==> config.mk <==
export PLATFORM = sky130hd
export DESIGN_NAME = cic3_decim
export DESIGN_NICKNAME = d
export VERILOG_FILES = /design/src/rtl/cic3_decim.sv
export SDC_FILE = /design/constraint.sdc
export NUM_CORES = 1
export LEC_CHECK = 0
export ABC_AREA = 0
export CELL_PAD_IN_SITES_DETAIL_PLACEMENT = 0
export CELL_PAD_IN_SITES_GLOBAL_PLACEMENT = 1
export CORE_UTILIZATION = 50
export CTS_BUF_LIST = sky130_fd_sc_hd__clkbuf_16
export DETAILED_ROUTE_END_ITERATION = 16
export GPL_ROUTABILITY_DRIVEN = 0
export PLACE_DENSITY = 0.79
export SLEW_MARGIN = 0
export SYNTH_ARGS = -nofsm -noshare
export SYNTH_HDL_FRONTEND = slang
export SYNTH_SLANG_ARGS = --single-unit
==> constraint.sdc <==
create_clock -name clk -period 17.4 [get_ports clk]
set_input_delay 4.35 -clock clk [delete_from_list [all_inputs] [get_ports clk]]
set_output_delay 4.35 -clock clk [all_outputs]
set_load 0.005 [all_outputs]
==> src/rtl/cic3_decim.sv <==
// Third-order CIC (sinc3) decimator: 1-bit delta-sigma stream in, unsigned PCM samples out.
// Optional CIC_WARMUP_MASK_EN suppresses the first two transient samples after reset/clr.
module cic3_decim #(
  parameter int unsigned LOG2_DECIM = 6,
  parameter int unsigned OUT_WIDTH  = 16
) (
  input  logic                 clk,
  input  logic                 rstn,
  input  logic                 en,
  input  logic                 clr,
  input  logic                 bit_in,
  output logic [OUT_WIDTH-1:0] out,
  output logic                 out_valid
);

  localparam int unsigned W   = 3 * LOG2_DECIM + 1;
  localparam int unsigned FS  = 3 * LOG2_DECIM;
  localparam int unsigned LSB = FS - OUT_WIDTH;

  logic [W-1:0]          i1, i2, i3;
  logic [W-1:0]          d1, d2, d3;
  logic [W-1:0]          i1_next, i2_next, i3_next;
  logic [W-1:0]          c1, c2, c3;
  logic [LOG2_DECIM-1:0] cnt;
  logic                  strobe;
  logic                  emit;
  logic [OUT_WIDTH-1:0]  out_next;

`ifdef CIC_WARMUP_MASK_EN
  logic [1:0] warm;
`endif

  // Cascaded integrators, comb and output scaling; all filter arithmetic wraps modulo 2^W
  always_comb begin
    i1_next  = i1 + W'(bit_in);
    i2_next  = i2 + i1_next;
    i3_next  = i3 + i2_next;
    strobe   = en && (cnt == '1);
    c1       = i3_next - d1;
    c2       = c1 - d2;
    c3       = c2 - d3;
    out_next = c3[W-1] ? '1 : OUT_WIDTH'(c3 >> LSB);
`ifdef CIC_WARMUP_MASK_EN
    emit     = strobe && warm[1];
`else
    emit     = strobe;
`endif
  end

  always_ff @(posedge clk or negedge rstn) begin
    if (!rstn) begin
      i1        <= '0;
      i2        <= '0;
      i3        <= '0;
      d1        <= '0;
      d2        <= '0;
      d3        <= '0;
      cnt       <= '0;
      out       <= '0;
      out_valid <= 1'b0;
    end else if (clr) begin
      i1        <= '0;
      i2        <= '0;
      i3        <= '0;
      d1        <= '0;
      d2        <= '0;
      d3        <= '0;
      cnt       <= '0;
      out       <= '0;
      out_valid <= 1'b0;
    end else begin
      out_valid <= emit;
      if (en) begin
        i1  <= i1_next;
        i2  <= i2_next;
        i3  <= i3_next;
        cnt <= cnt + LOG2_DECIM'(1);
      end
      if (strobe) begin
        d1 <= i3_next;
        d2 <= c1;
        d3 <= c2;
      end
      if (emit) begin
        out <= out_next;
      end
    end
  end

`ifdef CIC_WARMUP_MASK_EN
  // Saturating count of strobes since reset/clr; samples are released from the third on
  always_ff @(posedge clk or negedge rstn) begin
    if (!rstn) begin
      warm <= 2'd0;
    end else if (clr) begin
      warm <= 2'd0;
    end else if (strobe && (warm != 2'd3)) begin
      warm <= warm + 2'd1;
    end
  end
`endif

endmodule

==> qor.csv <==
metric,value,unit
fin_crit,12.43,ns
start_util,51.03,%
first_pass_iters,4,
post-place-ws,4.534,ns
dp_hpwl,13170,um
finalSetupViolations,0,
grt_pass1_wl,33850,um
n_fill_cell,1848,
placedCellCount,1387,
critPathLaunch,bit_in,
worstMarginPinSlew,1.063,ns
hold_class,reg2reg,
synthArstFlopShare,100.0,%
cts_tree,yes,
yosysSeqAreaShare,34.52,%
path_clk_slew,0.06,ns
post-route-util,56.30,%
clock_path_buffers,2,
fin_tns_setup,0,ns
outcome,completed,
synth_seq_cells,137,
syn-num-nets,1246,
cts_buffers,17,
grt_pass1_vias,7355,
cts_root_buffer,clkbuf_16,
cp-end-kind,flip-flop,
vias,7465,
slowest_stage,xnor2_4,
die_y,142.9,um
ios,22,
fp.dieW,142.9,um
crit_buf_inv,1,
synth_area,9932,um2
wl,19330,um
path_common_cell,ha_1,
startpoint_type,input pin,
port_buffers,21,
clock_sinks,137,
antenna_found_initial,0,
fin_cells,1419,
worstHoldPathCells,2,
cts_hold_buf,0,
clk_latency,0.42,ns
num_rows,51,
drc_errors,0,
slowest_delay,0.53,ns
yosys.cell_types.count,63,
cp_max_fo,16,
crit_cells,37,
post-cts-setup-buffers,0,
relSlewSlack,29.10,%
fin_skew,0.01106,ns
syn_inst,1137,
rr_worst_depth,36,
yosys_warnings,0,
syn_avg_cell_area,8.735,um2
fmax,0.08043,GHz
drt_iter0_drc,270,
hp-start,i3[17],
finalWorstSetupSlack,4.967,ns
antenna_cells,0,
overflow,0,
critPathTopFamily,compound AO/OA/AOI/OAI gates,
ctsHtreeMaxLevel,4,
powerDensity,172.5,nW/um2
hold_viol,0,
dieArea,20430,um2
grt_max_degree,86,
required,17.74,ns
via_per_inst,5.261,
post-route-period-util,71.46,%
syn_to_final_growth,10.33,%
synth_top_flop_cell,dfrtp_1,
p_leak,0.005061,uW
critical_path_class,in2reg,
cp.arrival,12.77,ns
ir_drop,153.5,uV
postCtsResizedCells,0,
rsz0062_at_grt,no,
grtUsageTotal,20.76,%
synth_edf_count,0,
regArea,3428,um2
drv_slew,0,
multi_input_area,6048,um2
drive_gt1_share,6.499,%
cap_violations,0,
r2r-start,i1[0],
final_nets,1250,
core_region_area,19460,um2
wl_per_cell,13.63,um
ant_nets,0,
==> registers in the layout (all words and copies together) (netlist names) <==
signal,cells
out_valid,1
cnt,6
d3,19
d2,19
i2,19
i1,19
i3,19
out,16
d1,19
==> area by class of cell <==
type / count / share of cell area, %
repair buffers: 26 / 2.204
flip-flops and latches: 137 / 31.29
clock buffers: 17 / 3.882
inverters: 75 / 2.569
well taps: 265 / 3.026
multi-input cells: 884 / 55.20
clock inverters: 15 / 1.838
==> worst reg2reg max path, delay by kind of cell (launching register included) <==
| family | cells | cell delay [ns] |
|---|---|---|
| AOI/OAI and AO/OA | 13 | 2.52 |
| xor gates and xnor gates | 7 | 1.73 |
| adders and majority gates | 7 | 2.17 |
| DFF | 1 | 0.38 |
| and+or+nand+nor | 9 | 1.53 |
==> cells by family (layout without fill, tap and decap cells) <==
| family | count (synthesis) | after routing | share of synthesized area (%) |
|---|---|---|---|
| XOR/XNOR | 112 | 112 | 10.37 |
| AND/OR/NAND/NOR | 392 | 392 | 17.78 |
| adder cells (fa/ha/maj) | 104 | 104 | 13.40 |
| AO/OA/AOI/OAI | 239 | 239 | 15.56 |
| buffers and inverters | 116 | 133 | 4.648 |
| multiplexers | 37 | 37 | 3.729 |
| flip-flops | 137 | 137 | 34.52 |
==> through the flow <==
| step | instance area (um2) | total power (uW) | hold slack (ns) |
|---|---|---|---|
| 2_1_floorplan | 9932 | 1368 | 0.4555 |
| 3_3_place_gp | 10330 | 1523 | 0.4746 |
| 3_5_place_dp | 10330 | 1519 | 0.4910 |
| 4_1_cts | 10960 | 1919 | 0.5051 |
| 5_1_grt | 10960 | 2073 | 0.5268 |
| 6_report | 10960 | 1890 | 0.4995 |
==> routing by layer <==
layer	GRT usage (%)	up-vias	wire length [um]
li1	-	3892	-
met1	24.70	3511	9180
met2	37.92	46	9570
met3	3.152	16	297
met4	6.904	0	286
met5	0	-	0
==> cell usage after synthesis (3+ instances only) <==
cell type / instances / area share (%)
inv_1: 75 / 2.8
a21boi_0: 3 / 0.23
a31oi_1: 5 / 0.31
o22ai_2: 7 / 0.88
nand3_1: 17 / 0.86
mux2i_1: 37 / 3.7
a21oi_1: 97 / 4.9
and3_1: 13 / 0.82
nor3_2: 7 / 0.71
nor2_2: 7 / 0.44
o21a_1: 15 / 1.1
a211oi_1: 10 / 0.76
or3_1: 9 / 0.57
nor2b_1: 14 / 0.88
o211ai_1: 3 / 0.23
xor2_1: 52 / 4.6
o31a_1: 5 / 0.44
o21ai_0: 32 / 1.6
dfrtp_1: 137 / 35
o2111ai_1: 3 / 0.26
nor2_1: 134 / 5.1
nand2b_1: 5 / 0.31
fa_1: 4 / 0.81
xnor2_1: 57 / 5.0
nand2_1: 143 / 5.4
nor3_1: 22 / 1.1
a21o_1: 24 / 1.8
o21bai_1: 8 / 0.60
nand4_1: 10 / 0.63
buf_1: 7 / 0.26
o31ai_1: 5 / 0.38
clkbuf_1: 29 / 1.1
ha_1: 100 / 13
==> final timing paths <==
check	to	slack (ns)
max in group asynchronous	i2[3]	12.04
min in group asynchronous	d3[1]	3.88
worst max register to register	out[15]	8.98
worst min-delay path	i3[17]	0.50
worst max-delay path	out[15]	4.97
worst min register to register	i3[17]	0.50
==> cell usage in the layout, fill, tap and decap left out, types with 9 or more instances in the layout <==
cell / count
nand4_1: 10
o21a_1: 15
a21o_1: 24
xor2_1: 52
mux2i_1: 37
dfrtp_1: 137
nand3_1: 16
and3_1: 12
nor3_1: 22
clkbuf_16: 17
clkdlybuf4s50_1: 18
ha_1: 100
xnor2_1: 57
or3_1: 9
nand2_1: 143
nor2b_1: 14
o21ai_0: 32
a21oi_1: 97
inv_1: 76
a211oi_1: 10
nor2_1: 134
==> power breakdown <==
part,switching [uW],internal [uW],total (uW)
combinational,681,499,1180
sequential,2.14,321,323
clock,147,240,387
Note: power is estimated with default switching activity, not from simulation.
